File: src/rtl/flash_boot_loader_if.sv
// flash_boot_loader_if: spi_master and program-RAM signals between the boot loader and its peers
//  master: the boot loader (drives SPI request/ack and RAM writes)
//  slave : spi_master + RAM side (returns bytes, end of transaction, write ready)
interface flash_boot_loader_if #(parameter int MEM_AW = 10);
  logic              spi_en;
  logic [23:0]       spi_addr;
  logic [17:0]       spi_words_to_read;
  logic              spi_read_req;
  logic [7:0]        spi_wr_data;
  logic              spi_rd_ack;
  logic              spi_valid;
  logic [7:0]        spi_rd_data;
  logic              spi_end_trans;
  logic              mem_we;
  logic [MEM_AW-1:0] mem_addr;
  logic [31:0]       mem_wdata;
  logic              mem_ready;
  modport master (
    output spi_en, spi_addr, spi_words_to_read, spi_read_req, spi_wr_data, spi_rd_ack,
    output mem_we, mem_addr, mem_wdata,
    input  spi_valid, spi_rd_data, spi_end_trans, mem_ready
  );
  modport slave (
    input  spi_en, spi_addr, spi_words_to_read, spi_read_req, spi_wr_data, spi_rd_ack,
    input  mem_we, mem_addr, mem_wdata,
    output spi_valid, spi_rd_data, spi_end_trans, mem_ready
  );
endinterface

File: src/rtl/flash_boot_loader.sv
// flash_boot_loader: reads one flash image through spi_master and writes it little-endian into program RAM
//  clk, reset          : clock, synchronous active-high reset
//  i_reload            : 1-cycle pulse, reruns the load from DONE
//  bus (master)        : spi_master transaction/readback and RAM write port
//  o_cpu_rst           : holds the CPU in reset until the image is loaded
//  o_busy/o_done/o_error : status; error flags short or overrun loads (sticky until next load)
module flash_boot_loader #(
  parameter logic [23:0] FLASH_BASE  = 24'h100000,
  parameter int          IMAGE_BYTES = 4096,
  parameter int          MEM_AW      = 10
) (
  input  logic                clk,
  input  logic                reset,
  input  logic                i_reload,
  flash_boot_loader_if.master bus,
  output logic                o_cpu_rst,
  output logic                o_busy,
  output logic                o_done,
  output logic                o_error
);
  typedef enum logic [1:0] {START, COLLECT, ACK, DONE} state_t;
  localparam logic [17:0] IMG = 18'(IMAGE_BYTES);
  state_t r_state, w_state_nxt;
  logic r_spi_en, r_spi_rd_ack, r_mem_we, r_cpu_rst, r_busy, r_done, r_error;
  logic [MEM_AW-1:0] r_mem_addr;
  logic [31:0] r_mem_wdata;
  logic [23:0] r_stage;
  logic [17:0] r_byte_cnt, w_cnt_nxt;
  logic w_xfer, w_take, w_drop, w_exit;
  assign bus.spi_en            = r_spi_en;
  assign bus.spi_addr          = FLASH_BASE;
  assign bus.spi_words_to_read = 18'(IMAGE_BYTES * 8);
  assign bus.spi_read_req      = 1'b1;
  assign bus.spi_wr_data       = 8'h00;
  assign bus.spi_rd_ack        = r_spi_rd_ack;
  assign bus.mem_we            = r_mem_we;
  assign bus.mem_addr          = r_mem_addr;
  assign bus.mem_wdata         = r_mem_wdata;
  assign o_cpu_rst             = r_cpu_rst;
  assign o_busy                = r_busy;
  assign o_done                = r_done;
  assign o_error               = r_error;
  // A 4th byte arriving while the previous word still waits for RAM has nowhere to go: drop it.
  always_comb begin
    w_xfer      = r_mem_we && bus.mem_ready;
    w_take      = r_state == COLLECT && bus.spi_valid;
    w_drop      = w_take && r_byte_cnt[1:0] == 2'd3 && r_mem_we && !bus.mem_ready;
    w_cnt_nxt   = r_byte_cnt + 18'(w_take && !w_drop);
    w_exit      = r_state == COLLECT && bus.spi_end_trans && !r_mem_we;
    w_state_nxt = r_state == START ? COLLECT :
                  w_exit ? ACK :
                  r_state == ACK ? DONE :
                  r_state == DONE && i_reload ? START : r_state;
  end
  always_ff @(posedge clk)
    r_state <= reset ? START : w_state_nxt;
  // Bytes 0..2 shift into r_stage from the top so byte 0 lands in bits 7:0 once the word completes.
  always_ff @(posedge clk) begin
    if (reset) begin
      r_spi_en     <= 1'b0;
      r_spi_rd_ack <= 1'b0;
      r_mem_we     <= 1'b0;
      r_mem_addr   <= '0;
      r_mem_wdata  <= '0;
      r_cpu_rst    <= 1'b1;
      r_busy       <= 1'b1;
      r_done       <= 1'b0;
      r_error      <= 1'b0;
      r_stage      <= '0;
      r_byte_cnt   <= '0;
    end else begin
      r_spi_en     <= r_state == START;
      r_spi_rd_ack <= w_exit;
      r_done       <= w_state_nxt == DONE;
      r_cpu_rst    <= w_state_nxt != DONE;
      r_busy       <= w_state_nxt != DONE;
      r_byte_cnt   <= r_state == START ? '0 : w_cnt_nxt;
      if (w_xfer) begin
        r_mem_we   <= 1'b0;
        r_mem_addr <= r_mem_addr + MEM_AW'(1);
      end
      if (r_state == START) begin
        r_mem_addr <= '0;
        r_error    <= 1'b0;
        r_stage    <= '0;
      end
      if (w_drop || (w_exit && w_cnt_nxt != IMG))
        r_error <= 1'b1;
      if (w_take && !w_drop) begin
        if (r_byte_cnt[1:0] == 2'd3) begin
          r_mem_wdata <= {bus.spi_rd_data, r_stage};
          r_mem_we    <= 1'b1;
        end else
          r_stage <= {bus.spi_rd_data, r_stage[23:8]};
      end
    end
  end
endmodule

File: src/flat_wrapper.sv
// flat-port wrapper written by rule: the top's interface ports become plain ports
module flash_boot_loader_flat 
#(
  parameter logic [23:0] FLASH_BASE  = 24'h100000,
  parameter int          IMAGE_BYTES = 4096,
  parameter int          MEM_AW      = 10
)
  (clk, reset, i_reload, o_cpu_rst, o_busy, o_done, o_error, bus_spi_en, bus_spi_addr, bus_spi_words_to_read, bus_spi_read_req, bus_spi_wr_data, bus_spi_rd_ack, bus_mem_we, bus_mem_addr, bus_mem_wdata, bus_spi_valid, bus_spi_rd_data, bus_spi_end_trans, bus_mem_ready);
  flash_boot_loader_if #(.MEM_AW(MEM_AW)) bus_i ();
  input  logic clk;
  input  logic reset;
  input  logic i_reload;
  output logic o_cpu_rst;
  output logic o_busy;
  output logic o_done;
  output logic o_error;
  output wire logic [$bits(bus_i.spi_en)-1:0] bus_spi_en;
  output wire logic [$bits(bus_i.spi_addr)-1:0] bus_spi_addr;
  output wire logic [$bits(bus_i.spi_words_to_read)-1:0] bus_spi_words_to_read;
  output wire logic [$bits(bus_i.spi_read_req)-1:0] bus_spi_read_req;
  output wire logic [$bits(bus_i.spi_wr_data)-1:0] bus_spi_wr_data;
  output wire logic [$bits(bus_i.spi_rd_ack)-1:0] bus_spi_rd_ack;
  output wire logic [$bits(bus_i.mem_we)-1:0] bus_mem_we;
  output wire logic [$bits(bus_i.mem_addr)-1:0] bus_mem_addr;
  output wire logic [$bits(bus_i.mem_wdata)-1:0] bus_mem_wdata;
  input wire logic [$bits(bus_i.spi_valid)-1:0] bus_spi_valid;
  input wire logic [$bits(bus_i.spi_rd_data)-1:0] bus_spi_rd_data;
  input wire logic [$bits(bus_i.spi_end_trans)-1:0] bus_spi_end_trans;
  input wire logic [$bits(bus_i.mem_ready)-1:0] bus_mem_ready;
  assign bus_spi_en = bus_i.spi_en;
  assign bus_spi_addr = bus_i.spi_addr;
  assign bus_spi_words_to_read = bus_i.spi_words_to_read;
  assign bus_spi_read_req = bus_i.spi_read_req;
  assign bus_spi_wr_data = bus_i.spi_wr_data;
  assign bus_spi_rd_ack = bus_i.spi_rd_ack;
  assign bus_mem_we = bus_i.mem_we;
  assign bus_mem_addr = bus_i.mem_addr;
  assign bus_mem_wdata = bus_i.mem_wdata;
  assign bus_i.spi_valid = bus_spi_valid;
  assign bus_i.spi_rd_data = bus_spi_rd_data;
  assign bus_i.spi_end_trans = bus_spi_end_trans;
  assign bus_i.mem_ready = bus_mem_ready;
  flash_boot_loader #(.FLASH_BASE(FLASH_BASE), .IMAGE_BYTES(IMAGE_BYTES), .MEM_AW(MEM_AW)) u_core (.clk(clk), .reset(reset), .i_reload(i_reload), .bus(bus_i), .o_cpu_rst(o_cpu_rst), .o_busy(o_busy), .o_done(o_done), .o_error(o_error));
endmodule
File: config.mk
export PLATFORM = sky130hd
export DESIGN_NAME = flash_boot_loader_flat
export DESIGN_NICKNAME = d
export VERILOG_FILES = /design/src/rtl/flash_boot_loader_if.sv /design/src/rtl/flash_boot_loader.sv /design/src/flat_wrapper.sv
export SDC_FILE = /design/constraint.sdc
export NUM_CORES = 1
export LEC_CHECK = 0
export ABC_AREA = 1
export BUFFER_PORTS_ARGS = -buffer_cell sky130_fd_sc_hd__buf_2
export CORE_ASPECT_RATIO = 1.1
export CORE_MARGIN = 2
export CORE_UTILIZATION = 29
export DETAILED_ROUTE_END_ITERATION = 12
export PLACE_DENSITY = 0.59
export SLEW_MARGIN = 20
export SYNTH_ARGS = -nofsm -noshare
export SYNTH_HDL_FRONTEND = slang
export SYNTH_SLANG_ARGS = --single-unit
export TNS_END_PERCENT = 10
File: constraint.sdc
create_clock -name clk -period 3.6 [get_ports clk]
set_input_delay 0.36 -clock clk [delete_from_list [all_inputs] [get_ports clk]]
set_output_delay 0.36 -clock clk [all_outputs]
set_load 0.02 [all_outputs]
Word level (Yosys, flattened, before mapping)
Index checks and enable logic that the tools add are counted.
Storage, ports and cells
  bits in writable memories: 0
  input port bits: 14
  memories: 0
  logic and storage cells: 50
  memory bits (read-only): 0
  output and inout port bits: 100
  register bits after elaboration: 92
  bits in latches: 0
Operators by class
  reductions and logical operators: 18
  mux-type cells: 12
  $add $sub $neg: 2
  eq/ne operators: 7
  order comparisons: 0
  multipliers: 0
  shift-type cells: 0
  divide/modulo/power cells: 0
  bitwise gates (word level): 0
Operators by type and width (number)
  $mux 24: 3
  $add 18x1->18: 1
  $ne 18x13->1 const B: 1
  $add 10x1->10 const B: 1
  $logic_and 1x1->1: 10
  $eq 2x2->1 const B: 4
  $mux 2: 4
  $mux 1: 5
  $logic_not 1->1: 3
  $eq 2x1->1 const B: 1
  $logic_not 2->1: 1
  $ne 2x2->1 const B: 1
  $reduce_and 2->1: 1
  $reduce_bool 2->1: 1
  $reduce_or 2->1: 1
  $logic_or 1x1->1: 1

Logic depth before layout (Yosys ltp)
  word-level depth: 12
  depth in mapped cells: 18
  mapped depth without buffers: 18

Least setup slack after synthesis
No wires, ideal clock.
  path kind: reg2reg
  from: register u_core.r_mem_we (netlist: u_core.bus.mem_we)
  to: register u_core.r_error (netlist: u_core.o_error)
  data required time: 3.483 ns
  data arrival time: 1.986 ns
  path buffers: 0
  setup slack: 1.498 ns
  library setup time: 0.117 ns
  stages on the path, launching flop included: 18
  period minus slack after synthesis: 2.102 ns
  cells stage by stage: dfxtp_1 > nand2_1 > nor2_1 > nor2_2 > ha_1 > ha_1 > nand2_1 > nor2_4 > nand2_1 > nand2_1 > nand2_1 > nand3_1 > nor2_1 > nand3_1 > nor2_1 > nand3_1 > nand2_1 > nand2_1
Between the ends
  cells in the longest elaborated chain, start to end: 9
  elaborated cells between the ends (all ways): 12
  those cells by class: 1 x add/sub; 1 x eq/ne; 1 x mux; 9 x reduce/logical
RTL lines
  start, declared: line flash_boot_loader.sv:24  | logic r_spi_en, r_spi_rd_ack, r_mem_we, r_cpu_rst, r_busy, r_done, r_error;
  start signal, assigned: line flash_boot_loader.sv:62  | r_mem_we <= 1'b0;
  start signal, assigned: line flash_boot_loader.sv:79  | r_mem_we <= 1'b0;
  start signal, assigned: line flash_boot_loader.sv:92  | r_mem_we <= 1'b1;
  $logic_and 1x1->1 (2 in series): line flash_boot_loader.sv:47  | w_drop = w_take && r_byte_cnt[1:0] == 2'd3 && r_mem_we && !bus.mem_ready;
  $logic_not 1->1: line flash_boot_loader.sv:48  | w_cnt_nxt = r_byte_cnt + 18'(w_take && !w_drop);
  $logic_and 1x1->1: line flash_boot_loader.sv:48
  $add 18x1->18: line flash_boot_loader.sv:48
  $ne 18x13->1: line flash_boot_loader.sv:87  | if (w_drop || (w_exit && w_cnt_nxt != IMG))
  $logic_and 1x1->1: line flash_boot_loader.sv:87
  $logic_or 1x1->1 *: line flash_boot_loader.sv:87
  $mux 1 or $reduce_bool 2->1 (tied branches)
  end signal, assigned: line flash_boot_loader.sv:68  | r_error <= 1'b0;
  end signal, assigned: line flash_boot_loader.sv:84  | r_error <= 1'b0;
  end signal, assigned: line flash_boot_loader.sv:88  | r_error <= 1'b1;
  end, declared: line flash_boot_loader.sv:24
Every way passes the cells marked *; elsewhere a longest branch is shown, timed or not.
A chain may end at the register's enable or synchronous reset.

Final worst setup path
  from: register u_core.r_byte_cnt[0]
  to: register u_core.r_error (netlist: u_core.o_error)
Between the ends
  cells in the longest elaborated chain, start to end: 11
  elaborated cells between the ends (all ways): 12
  those cells by class: 1 x add/sub; 2 x eq/ne; 1 x mux; 8 x reduce/logical
RTL lines
  start, declared: line flash_boot_loader.sv:28  | logic [17:0] r_byte_cnt, w_cnt_nxt;
  start signal, assigned: line flash_boot_loader.sv:77  | r_byte_cnt <= r_state == START ? '0 : w_cnt_nxt;
  $eq 2x2->1: line flash_boot_loader.sv:47
  $logic_and 1x1->1 (3 in series): line flash_boot_loader.sv:47
  $logic_not 1->1: line flash_boot_loader.sv:48
  $logic_and 1x1->1: line flash_boot_loader.sv:48
  $add 18x1->18: line flash_boot_loader.sv:48
  $ne 18x13->1: line flash_boot_loader.sv:87
  $logic_and 1x1->1: line flash_boot_loader.sv:87
  $logic_or 1x1->1 *: line flash_boot_loader.sv:87
  $mux 1 or $reduce_bool 2->1 (tied branches)
Marks and branches as above.

==> run metrics <==
outcome=finished clean; Critical Path RT=3830 ps; startpoint class of the critical path=flip-flop; TritonCTS Buffers=9; average wire per standard cell=11.9 um; Nets=614; sequential share of the synthesized area=44.6%; Yosys top cell by area=dfxtp_1; Clock Skew=6.39 ps; die extent in y=approximately 130 um; Synth top area share=~45%; Post-Route WL=9.42 mm; Crit Path Class=reg2reg; clock latency on the worst-skew pair=350 ps; Reg area=1840 um2; ys async rst share=0%; Hold Vio Cnt, Final=0; layout cells sized above 1=15.6%; most used routing layer=met2; Hold WS=244 ps; # Post-CTS Setup Buffers=0; Mapped Area=4130 um2; FP Rows=45; Clock Path Buffers=2; PwrDens=456 nW/um2; initial antenna violation count=0; synthesized flop and latch total=between 90 and 100; grt met1 use=15.4%; worst setup margin=around 1200 ps; CTS tree=built; Ys Warns=0; first-pass GRT wire length=15.5 mm; Antenna Cells=0; DRC=0; largest net degree at the start of global routing=41; commonest cells in the netlist=dfxtp_1 (92), nor2_1 (86), nand2_1 (63); Initial DRC Count=198; final antenna-violating net count=0; Root Buffer=clkbuf_16; Yosys cell types=35; core area=roughly 14000 um2; Area contributors post-synth=dfxtp_1 (45%), buf_4 (9.8%), nor2_1 (7.8%); Leak=2.07 nW; Chip Width=118 um; Synth Instances=546; dpl hpwl=6.76 mm; Die ar.=15200 um2; drt via density=about 4.3; via count=3403; Rel. slew slack=35.4%; CTS Sinks=between 90 and 100; setup violators final=0; CP Capture Type=flip-flop; vias in the first global route=3084; crit-path max FO=6; grt met3 use=approximately 4.4%; GPL Wtd Cong=around 0.88; port bufs=62; Final Max Tran Viols=0; post_cts resized=0; Post-synth EDFFs=0; Placed Instances=774; Total Neg Setup Slack=0 ps; most frequent cell after synthesis=dfxtp_1; P&R area growth vs syn=13.5%; M2 GR Usage=21.4%; Tmin final=2390 ps; CTS Hold Bufs=0; DR pass1 iterations=4; Peak VDD IR=0.000250 V; H-tree level count=3; Post-Layout Cell Count=790; Final period util=66.4%; f_max=418 MHz; dominant synthesized flop cell=dfxtp_1; worst slew pin tran=962 ps; HP Class=in2reg; initial core utilization=approximately 30%; grt total ovfl=0; Max-Cap Viols=0; Avg Inst Size Synth=approximately 7.6 um2; RSZ-0062 raised after global routing=false; worst path arrival time=2620 ps; multi-input combinational cell area=1770 um2; Ports=between 100 and 150; DP Worst Slack=1220 ps; Fillers=1539; GRT Overall Usage=12.6%; Worst-path clk slew=70 ps
## sequential cells by signal (all words and copies together), names as in the netlist
signal,cells
u_core.o_done,1
u_core.r_state,2
u_core.bus.spi_en,1
u_core.r_byte_cnt,18
u_core.o_error,1
u_core.bus.mem_addr,10
u_core.r_stage,24
u_core.bus.spi_rd_ack,1
u_core.o_cpu_rst,1
u_core.bus.mem_we,1
u_core.bus.mem_wdata,32
## path summary, 6_finish.rpt
check                    startpoint                      to  slack (ps)  cells after the start
max            u_core.r_byte_cnt[0]          u_core.o_error        1210                     17
min                        i_reload       u_core.r_state[0]         240                      2
max reg2reg    u_core.r_byte_cnt[0]          u_core.o_error        1210                     17
min reg2reg  u_core.bus.mem_addr[9]  u_core.bus.mem_addr[9]         470                      2
## cell families after synthesis
logic type / share of synthesized area (%)
flops: 44.6
compound gates: 15.2
buf+inv: 17.0
fa+ha+maj: 0.909
other cells: 0.182
xor+xnor: 0.849
simple gates: 21.2
## critical path: stages, from the launching register on
cell     delay, ps
dfxtp_1        450
nand2_2        120
nor2_1         230
nor2_2          90
ha_1           200
ha_1           220
nand2_1        130
nor2_4          60
nand2_1        100
nand2_1         60
nand2_1         70
nand3_1         70
nor2_1         110
nand3_1         70
nor2_1         110
nand3_1         70
nand2_1         60
nand2_1         40
## power by group
group / switching [mW] / internal [mW]
Sequential: 0.0128 / 1.04
Clock: 0.427 / 0.501
Combinational: 0.124 / 0.0320
## metrics by stage
stage               power [mW]  instance area, um2  utilization [%]
floorplan                 1.24                4310                -
global placement          1.23                4390             31.7
detailed placement        1.23                4390             31.7
CTS                       2.16                4680             33.8
global route              2.23                4680             33.8
finish                    2.14                4680             33.8
## layout make-up
class	instances	share of cell area, %
Inverter	57	4.57
Tap cell	188	5.02
Multi-Input combinational cell	372	37.7
Timing Repair Buffer	65	7.10
Clock buffer	10	5.10
Sequential cell	92	39.3
Clock inverter	6	1.15
## layer usage
layer / vias to the layer above / part of all wire [%]
li1: 1771 / -
met1: 1535 / 46
met2: 89 / 47
met3: 8 / 5.6
met4: 0 / 0.97
met5: - / 0
## cells in the final DEF, fill, tap and decap left out, drive strengths merged, types with 3 or more instances in the layout
master  netlist  routed
conb          2      51
nor3          6       6
buf          62      65
nand3b        4       4
xor2          3       3
clkbuf       12      10
a21oi        54      54
dfxtp        92      92
nand3        17      17
o21ai        46      46
nand4        13      13
a211oi       14      14
inv          57      60
nor2         89      89
ha            3       3
nand2        64      64
No activity file was read; power rests on OpenSTA's default activity.
